**src/rtl/wishbone_uart_rx_if.sv**
```systemverilog
// Wishbone slave bundle for the UART receiver: request fields from the bus master and response fields from the slave.
interface wishbone_uart_rx_if;
  logic [31:0] addr_i;
  logic [31:0] data_i;
  logic        we_i;
  logic [3:0]  sel_i;
  logic        stb_i;
  logic        cyc_i;
  logic [31:0] data_o;
  logic        ack_o;

  modport master (
    output addr_i, data_i, we_i, sel_i, stb_i, cyc_i,
    input  data_o, ack_o
  );

  modport slave (
    input  addr_i, data_i, we_i, sel_i, stb_i, cyc_i,
    output data_o, ack_o
  );
endinterface

```
**src/rtl/wishbone_uart_rx.sv**
```systemverilog
// 8N1 UART receiver that feeds a small RX FIFO, which the CPU reads through a Wishbone slave port.
// Optional feature: define UART_RX_IRQ_EN to add a registered irq_o output. Reset is synchronous and active-low (resetn).
module wishbone_uart_rx #(
  parameter int ClkFreq       = 25000000,
  parameter int BoundRate     = 115200,
  parameter int FifoDepthLog2 = 2
) (
  input  logic                clk,
  input  logic                resetn,
  input  logic                ser_rx,
  wishbone_uart_rx_if.slave   wb
`ifdef UART_RX_IRQ_EN
  ,
  output logic                irq_o
`endif
);

  localparam int Div    = ClkFreq / BoundRate;
  localparam int Half   = Div / 2;
  localparam int Depth  = 2 ** FifoDepthLog2;
  localparam int CntW   = $clog2(Div + 1);
  localparam int CountW = FifoDepthLog2 + 1;

  typedef enum logic [1:0] {IDLE, START, DATA, STOP} state_t;

  state_t                     state, state_d;
  logic [1:0]                 sync_q;
  logic                       rx_s;
  logic                       armed;
  logic [CntW-1:0]            cnt;
  logic [2:0]                 bit_cnt;
  logic [7:0]                 shreg;
  logic                       cnt_clr, shift_en, push, ferr_set, arm_clr;

  logic [7:0]                 mem [Depth];
  logic [FifoDepthLog2-1:0]   wr_ptr, rd_ptr;
  logic [CountW-1:0]          count;
  logic                       empty, full, do_push, pop;
  logic                       overrun, frame_err;

  logic                       req, rd_rxdata, wr_status;
  logic                       ack_q;
  logic [31:0]                data_q, rdata;
  logic                       unused_bits;

  assign rx_s = sync_q[1];

  // NOTE: sequential state uses non-blocking assignments so every register samples pre-edge values.
  always_ff @(posedge clk) begin
    if (!resetn) sync_q <= 2'b11;
    else         sync_q <= {sync_q[0], ser_rx};
  end

  always_ff @(posedge clk) begin
    if (!resetn) state <= IDLE;
    else         state <= state_d;
  end

  // After a framing error the line must go back high before the next start bit is accepted.
  always_ff @(posedge clk) begin
    if (!resetn)      armed <= 1'b0;
    else if (arm_clr) armed <= 1'b0;
    else if (rx_s)    armed <= 1'b1;
  end

  // NOTE: every output of this block gets a default first, so no path can infer a latch.
  always_comb begin
    state_d  = state;
    cnt_clr  = 1'b0;
    shift_en = 1'b0;
    push     = 1'b0;
    ferr_set = 1'b0;
    arm_clr  = 1'b0;
    unique case (state)
      IDLE: begin
        cnt_clr = 1'b1;
        if (!rx_s && armed) state_d = START;
      end
      START: begin
        if (cnt == CntW'(Half - 1)) begin
          cnt_clr = 1'b1;
          state_d = rx_s ? IDLE : DATA;
        end
      end
      DATA: begin
        if (cnt == CntW'(Div - 1)) begin
          cnt_clr  = 1'b1;
          shift_en = 1'b1;
          if (bit_cnt == 3'd7) state_d = STOP;
        end
      end
      STOP: begin
        if (cnt == CntW'(Div - 1)) begin
          cnt_clr = 1'b1;
          state_d = IDLE;
          if (rx_s) begin
            push = 1'b1;
          end else begin
            ferr_set = 1'b1;
            arm_clr  = 1'b1;
          end
        end
      end
      default: state_d = IDLE;
    endcase
  end

  always_ff @(posedge clk) begin
    if (!resetn) begin
      cnt     <= '0;
      bit_cnt <= '0;
      shreg   <= '0;
    end else begin
      cnt <= cnt_clr ? '0 : cnt + 1'b1;
      if (shift_en) begin
        shreg   <= {rx_s, shreg[7:1]};
        bit_cnt <= bit_cnt + 1'b1;
      end
    end
  end

  assign empty     = (count == '0);
  assign full      = (count == CountW'(Depth));
  assign req       = wb.cyc_i & wb.stb_i & ~ack_q;
  assign rd_rxdata = req & ~wb.we_i & ~wb.addr_i[2];
  assign wr_status = req & wb.we_i & wb.addr_i[2];
  assign pop       = rd_rxdata & ~empty;
  assign do_push   = push & ~full;

  // NOTE: the FIFO storage has no reset; the count and pointers alone decide what is valid.
  always_ff @(posedge clk) begin
    if (do_push) mem[wr_ptr] <= shreg;
  end

  always_ff @(posedge clk) begin
    if (!resetn) begin
      wr_ptr <= '0;
      rd_ptr <= '0;
      count  <= '0;
    end else begin
      if (do_push) wr_ptr <= wr_ptr + 1'b1;
      if (pop)     rd_ptr <= rd_ptr + 1'b1;
      if (do_push && !pop)      count <= count + 1'b1;
      else if (pop && !do_push) count <= count - 1'b1;
    end
  end

  // A flag that is set in the same cycle as a clear-write stays set.
  always_ff @(posedge clk) begin
    if (!resetn) begin
      overrun   <= 1'b0;
      frame_err <= 1'b0;
    end else begin
      if (push && full)                      overrun <= 1'b1;
      else if (wr_status && wb.data_i[1])    overrun <= 1'b0;
      if (ferr_set)                          frame_err <= 1'b1;
      else if (wr_status && wb.data_i[2])    frame_err <= 1'b0;
    end
  end

  always_comb begin
    rdata = '0;
    if (!wb.we_i) begin
      if (wb.addr_i[2]) rdata = {16'b0, 8'(count), 4'b0, frame_err, overrun, full, ~empty};
      else if (!empty)  rdata = {23'b0, 1'b1, mem[rd_ptr]};
    end
  end

  always_ff @(posedge clk) begin
    if (!resetn) begin
      ack_q  <= 1'b0;
      data_q <= '0;
    end else begin
      ack_q <= req;
      if (req) data_q <= rdata;
    end
  end

  assign wb.ack_o  = ack_q;
  assign wb.data_o = data_q;

`ifdef UART_RX_IRQ_EN
  always_ff @(posedge clk) begin
    if (!resetn) irq_o <= 1'b0;
    else         irq_o <= ~empty | overrun | frame_err;
  end
`endif

  assign unused_bits = ^{wb.sel_i, wb.addr_i[31:3], wb.addr_i[1:0], wb.data_i[31:3], wb.data_i[0]};

endmodule

```
**src/flat_wrapper.sv**
```systemverilog
// flat-port wrapper written by rule: the top's interface ports become plain ports
module wishbone_uart_rx_flat 
#(
  parameter int ClkFreq       = 25000000,
  parameter int BoundRate     = 115200,
  parameter int FifoDepthLog2 = 2
)
  (clk, resetn, ser_rx, wb_addr_i, wb_data_i, wb_we_i, wb_sel_i, wb_stb_i, wb_cyc_i, wb_data_o, wb_ack_o);
  wishbone_uart_rx_if wb_i ();
  input  logic clk;
  input  logic resetn;
  input  logic ser_rx;
  input wire logic [$bits(wb_i.addr_i)-1:0] wb_addr_i;
  input wire logic [$bits(wb_i.data_i)-1:0] wb_data_i;
  input wire logic [$bits(wb_i.we_i)-1:0] wb_we_i;
  input wire logic [$bits(wb_i.sel_i)-1:0] wb_sel_i;
  input wire logic [$bits(wb_i.stb_i)-1:0] wb_stb_i;
  input wire logic [$bits(wb_i.cyc_i)-1:0] wb_cyc_i;
  output wire logic [$bits(wb_i.data_o)-1:0] wb_data_o;
  output wire logic [$bits(wb_i.ack_o)-1:0] wb_ack_o;
  assign wb_i.addr_i = wb_addr_i;
  assign wb_i.data_i = wb_data_i;
  assign wb_i.we_i = wb_we_i;
  assign wb_i.sel_i = wb_sel_i;
  assign wb_i.stb_i = wb_stb_i;
  assign wb_i.cyc_i = wb_cyc_i;
  assign wb_data_o = wb_i.data_o;
  assign wb_ack_o = wb_i.ack_o;
  wishbone_uart_rx #(.ClkFreq(ClkFreq), .BoundRate(BoundRate), .FifoDepthLog2(FifoDepthLog2)) u_core (.clk(clk), .resetn(resetn), .ser_rx(ser_rx), .wb(wb_i));
endmodule
```
**config.mk**
```make
export PLATFORM = sky130hd
export DESIGN_NAME = wishbone_uart_rx_flat
export DESIGN_NICKNAME = d
export VERILOG_FILES = /design/src/rtl/wishbone_uart_rx_if.sv /design/src/rtl/wishbone_uart_rx.sv /design/src/flat_wrapper.sv
export SDC_FILE = /design/constraint.sdc
export NUM_CORES = 1
export LEC_CHECK = 0
export CORE_ASPECT_RATIO = 0.9
export CORE_MARGIN = 2
export CORE_UTILIZATION = 40
export CTS_CLUSTER_SIZE = 28
export DETAILED_ROUTE_END_ITERATION = 8
export GPL_TIMING_DRIVEN = 0
export HOLD_SLACK_MARGIN = 0.08
export PLACE_DENSITY = 0.71
export SLEW_MARGIN = 5
export SYNTH_ARGS = -nofsm -noshare
export SYNTH_HDL_FRONTEND = slang
export SYNTH_SLANG_ARGS = --single-unit
```
**constraint.sdc**
```tcl
create_clock -name clk -period 3.1 [get_ports clk]
set_input_delay 0.31 -clock clk [delete_from_list [all_inputs] [get_ports clk]]
set_output_delay 0.31 -clock clk [all_outputs]
set_load 0.03 [all_outputs]
```
==> run summary, run 1 <==
outcome = finished, final reports clean
routed vias = 2130
Cell Rows = 31
Syn Std Cell Area = 3370 sq um
Skew-Pair Late Insertion Delay = 350 ps
top_reg_cell synth = dfxtp_1
register area share after synthesis = 56.4%
Syn Area/Cell = 12.0 sq um
PostCTS Resize Cnt = 0
Post-synth EDFFs = 32
number of global-route vias before repair = 2098
slew margin rel. = 59.5%
worst r2r path cells = 11
Max Fclk = 0.391 GHz
Synth Area in Adders = 3.93%
num ports = 107
post-synthesis compound-gate area fraction = 5.71%
vias per cell = 4.87
R2R setup slack = 540 ps
IO buf count = 20
Final min period = 2560 ps
die outline height = 91.1 um
Final Non-Filler Cells = 437
clock-pin slew on the worst setup and hold paths = 80 ps
#FFs+latches synth = 79
main combinational cell family by area after synthesis = simple AND/OR/NAND/NOR gates
dpl cells = 421
CTS root buf = clkbuf_8
Power Total = 2.29 mW
drt drc = 0
die width = 101 um
max_cap viols = 0
mux contribution to synthesized area = 8.90%
Post-synth ARST share = 0%
crit end category = flop
Nets = 417
htree depth = 3
Worst Path Required = 3380 ps
Worst Hold Path EP = u_core.sync_q[1]
GP Congestion = 0.812
1st-iter DRT viols = 62
reg-to-reg startpoint = u_core.cnt[0]
unrepaired setup endpoints after global routing = false
Post-DRT Antenna Nets = 0
commonest cells after routing, fill and taps aside = dfxtp_1, nor2_1, edfxtp_1
Yosys top cell area share = 28.5%
FF-to-FF End = u_core.count[2]
Hold Buf Count CTS = 0
Lkg Pwr = 1.55 nW
Worst Path Max Fanout = 7
number of synthesis warnings = 0
Hold Path Depth = 1
first-pass GRT wire length = 10000 um
Hold WC Path Type = flop to flop
layout cell share with drive strength beyond 1 = 16.9%
Worst setup SP type = flop
grt ovf = 0
ant diodes = 0
CTS Buf Count = 9
DR pass1 iterations = 4
drt total wl = 6140 um
CP Class = flop to flop
Min-Delay Startpoint = u_core.sync_q[0]
initial antenna violation count = 0
dpl hpwl = 4090 um
Max Slew Vio Count = 0
largest net degree at the start of global routing = 14
DR WL/cell = 14.1 um
most common cell after layout, fill and taps aside = dfxtp_1
synthesis-to-layout area growth = 20.5%
ranking of synthesized cells by area = edfxtp_1, dfxtp_1, mux4_2
P per Cell Area = 562 nW/um^2
total setup buffers inserted after CTS = 0
final setup violation count = 0
CTS max path bufs = 2
Max IR drop VDD = 0.000226 V
gr usage total = 14.3%
initial core utilization = 41.6%
Tcrit/Tclk final = 82.4%
Synth Area in XOR/XNOR = 2.60%
post-synth cell types = 47
WP data arrival = 2840 ps
DIE AREA = 9180 sq um
Sink Count = 79
Worst Tran Pin Value = 607 ps
final hold vios = 0
Core Box Area = 8110 sq um
setup TNS = 0 ps
area leader, netlist = edfxtp_1
CTS tree = built
Setup Skew = 10.0 ps
Mapped Cells = 282
simple-gate share of the synthesized area = 15.0%
cells by family (layout without fill, tap and decap cells):
| family | after synthesis | in the layout |
|---|---|---|
| multiplexers | 20 | 20 |
| AO/OA/AOI/OAI | 31 | 31 |
| adder cells (fa/ha/maj) | 10 | 10 |
| other | 1 | 21 |
| AND/OR/NAND/NOR | 91 | 91 |
| buffers and inverters | 40 | 76 |
| XOR/XNOR | 10 | 10 |
| flip-flops | 79 | 79 |
layer usage:
layer  vias up  track usage [%]  wire length (um)
met2        56             22.2              2860
met4         0             6.96                78
met1      1005             18.2              2910
li1       1061                -                 -
met5         -                0                 0
met3         8             3.85               297
through the flow:
stage | hold slack, ps | instance area [sq um] | utilization (%) | setup WS [ps]
2_1_floorplan | 383 | 3450 | - | 840
3_3_place_gp | 396 | 3770 | 46.5 | 593
3_5_place_dp | 397 | 3770 | 46.5 | 528
4_1_cts | 421 | 4070 | 50.1 | 530
5_1_grt | 446 | 4070 | 50.1 | 331
6_report | 414 | 4070 | 50.1 | 545
Yosys cell counts (5+ instances only):
| library cell | n |
|---|---|
| a21oi_1 | 15 |
| and3_1 | 5 |
| buf_4 | 21 |
| dfxtp_1 | 47 |
| edfxtp_1 | 32 |
| ha_1 | 9 |
| inv_1 | 9 |
| mux2i_1 | 12 |
| mux4_2 | 8 |
| nand2_1 | 13 |
| nand3_1 | 16 |
| nor2_1 | 32 |
| o21ai_0 | 7 |
| xnor2_1 | 6 |
area by class of cell:
type                            instances  area (sq um)
Fill cell                             724          4040
Clock buffer                           10           138
Multi-Input combinational cell        183          1300
Inverter                               10          37.5
Tap cell                               99           124
Buffer                                 30           210
Timing Repair Buffer                   20           200
Clock inverter                          6           155
Sequential cell                        79          1900
sequential cells by signal, summed over array words and instances, names as in the netlist, 2 cells and up, named ones only:
register          flops
u_core.shreg          8
u_core.wr_ptr         2
u_core.cnt            8
u_core.rd_ptr         2
u_core.mem           32
u_core.bit_cnt        3
u_core.sync_q         2
u_core.count          3
u_core.wb.data_o     11
power breakdown:
part           internal [mW]  switching [mW]
clock                  0.718           0.369
combinational         0.0421          0.0731
sequential              1.08         0.00500
worst max path at each step:
stage | start | end | slack (ps) | cells past startpoint
floorplan | u_core.cnt[0] | u_core.count[2] | 840 | 11
global placement | wb_stb_i | u_core.count[2] | 590 | 10
detailed placement | wb_stb_i | u_core.count[2] | 530 | 10
CTS | u_core.cnt[0] | u_core.count[2] | 530 | 11
global route | u_core.cnt[0] | u_core.count[2] | 330 | 11
finish | u_core.cnt[0] | u_core.count[2] | 540 | 11
worst max-delay path, stage by stage (launching register included):
cell     delay [ps]
dfxtp_1         340
inv_1            60
ha_1            180
and4_1          240
nand3_1         240
nor2_1          210
ha_1            200
inv_1            60
fa_1            370
xor2_1          150
or3_1           300
a21oi_1         130
Power figures use the tool's default switching activity.
==> inputs of run 2 (changes only) <==
==> constraint.sdc (replaced) <==
create_clock -name clk -period 2.51 [get_ports clk]
set_input_delay 0.251 -clock clk [delete_from_list [all_inputs] [get_ports clk]]
set_output_delay 0.251 -clock clk [all_outputs]
set_load 0.03 [all_outputs]
==> run 2 against run 1 <==
Effect of this change: clock skew decreased by 0.90 ps; largest power group is now registers; flip-flop and latch count unchanged; utilization increased by 0.36 points; highest routed layer unchanged; total power increased by 23%; critical path type unchanged.
==> run summary, run 2 (synthesis results as in run 1) <==
crit end category = flop
slack of the critical path = 152 ps
ant diodes = 0
layout cell share with drive strength beyond 1 = 18.6%
DR pass1 iterations = 4
Post-DRT Antenna Nets = 0
WP data arrival = 2640 ps
Lkg Pwr = 1.55 nW
Sink Count = 79
commonest cells after routing, fill and taps aside = dfxtp_1, edfxtp_1, nor2_1
reg-to-reg startpoint = u_core.cnt[1]
Hold Buf Count CTS = 0
FF-to-FF End = u_core.count[2]
slew margin rel. = 59.5%
grt ovf = 0
drt total wl = 6140 um
routed vias = 2164
1st-iter DRT viols = 69
slowest CP cell = fa_1
CP Class = flop to flop
Skew-Pair Late Insertion Delay = 350 ps
Setup Skew = 9.14 ps
Tcrit/Tclk final = 93.9%
CTS tree = built
gr usage total = 14.3%
most common cell after layout, fill and taps aside = dfxtp_1
CP max stage delay = 370 ps
vias per cell = 4.95
initial antenna violation count = 0
Worst Hold Path EP = u_core.sync_q[1]
pre-CTS WS = -37.6 ps
Max Slew Vio Count = 0
total placed instance area = 3770 sq um
Worst Tran Pin Value = 608 ps
worst hold slack = 414 ps
DIE AREA = 9180 sq um
Final min period = 2360 ps
unrepaired setup endpoints after global routing = false
synthesis-to-layout area growth = 21.4%
number of global-route vias before repair = 2099
IO buf count = 20
max_cap viols = 0
die outline height = 91.1 um
Worst Path Required = 2790 ps
Min-Delay Startpoint = u_core.sync_q[0]
Hold Path Depth = 1
GP Congestion = 0.812
R2R setup slack = 150 ps
clock-pin slew on the worst setup and hold paths = 80 ps
Max IR drop VDD = 0.000279 V
CTS root buf = clkbuf_8
htree depth = 3
worst r2r path cells = 11
worst path cell trace = inv_1 -> ha_2 -> and4_4 -> nand3_4 -> nor2_4 -> ha_2 -> inv_1 -> fa_1 -> xor2_1 -> or3_1 -> a21oi_1
largest net degree at the start of global routing = 14
die width = 101 um
design area = 4090 sq um
outcome = finished, final reports clean
register with the most flip-flops = u_core.mem
dpl cells = 421
Final Non-Filler Cells = 437
final setup violation count = 0
num ports = 107
CTS Buf Count = 9
final hold vios = 0
initial core utilization = 41.6%
Worst Path Max Fanout = 7
Hold WC Path Type = flop to flop
first-pass GRT wire length = 10000 um
Nets = 417
DR WL/cell = 14.0 um
Cell Rows = 31
dpl hpwl = 4090 um
drt drc = 0
Max Fclk = 0.424 GHz
Core Box Area = 8110 sq um
setup TNS = 0 ps
CTS max path bufs = 2
Worst setup SP type = flop
P per Cell Area = 689 nW/um^2
max FFs per register = 32
-- run 2: repair_timing --
action | 4_1_cts | 5_1_grt
endpoints found under the setup margin | 1 | 1
gates resized for setup | 1 | 8
buffers inserted | 0 | 0
hold endpoints to repair | 0 | 0
-- run 2: metal layers --
metal	track usage [%]	vias up	wire (um)
met5	0	-	0
met4	6.96	0	79
met3	3.85	7	392
met2	22.2	77	2840
met1	18.3	1019	2820
li1	-	1061	-
-- run 2: per-stage QoR --
stage	util [%]	total power [mW]
after floorplan	-	1.47
after global placement	46.5	1.51
after detailed placement	46.5	1.51
after CTS	50.2	2.84
after global routing	50.5	2.91
final	50.5	2.82
-- run 2: report_power, final --
part	total [mW]	leakage, nW	switching, mW	internal, mW
clock network	1.34	0.146	0.453	0.887
registers	1.34	0.677	0.00639	1.33
logic	0.143	0.730	0.0906	0.0521
total	2.82	1.55	0.550	2.27
-- run 2: how the worst max path moves through the flow --
stage / end / startpoint
2_1_floorplan: u_core.count[2] / u_core.cnt[0]
3_3_place_gp: u_core.count[2] / u_core.cnt[0]
3_5_place_dp: u_core.count[2] / u_core.cnt[0]
4_1_cts: u_core.count[2] / u_core.cnt[0]
5_1_grt: u_core.count[2] / u_core.cnt[1]
6_report: u_core.count[2] / u_core.cnt[1]
-- run 2: critical path, delay by kind of cell, from the launching register on --
kind	cells	cell delay [ps]
AO/OA/AOI/OAI	1	140
XOR/XNOR	1	150
adder cells (fa/ha/maj)	3	740
buffers and inverters	2	110
flip-flops	1	340
AND/OR/NAND/NOR	4	810
-- run 2: cell type report --
class                      instances  area (sq um)
buffer                            30           210
fill                             723          4010
sequential                        79          1900
clock inverter                     6           155
inverter                          10          37.5
multi-input combinational        183          1330
tap                               99           124
timing repair buffer              20           200
clock buffer                      10           138
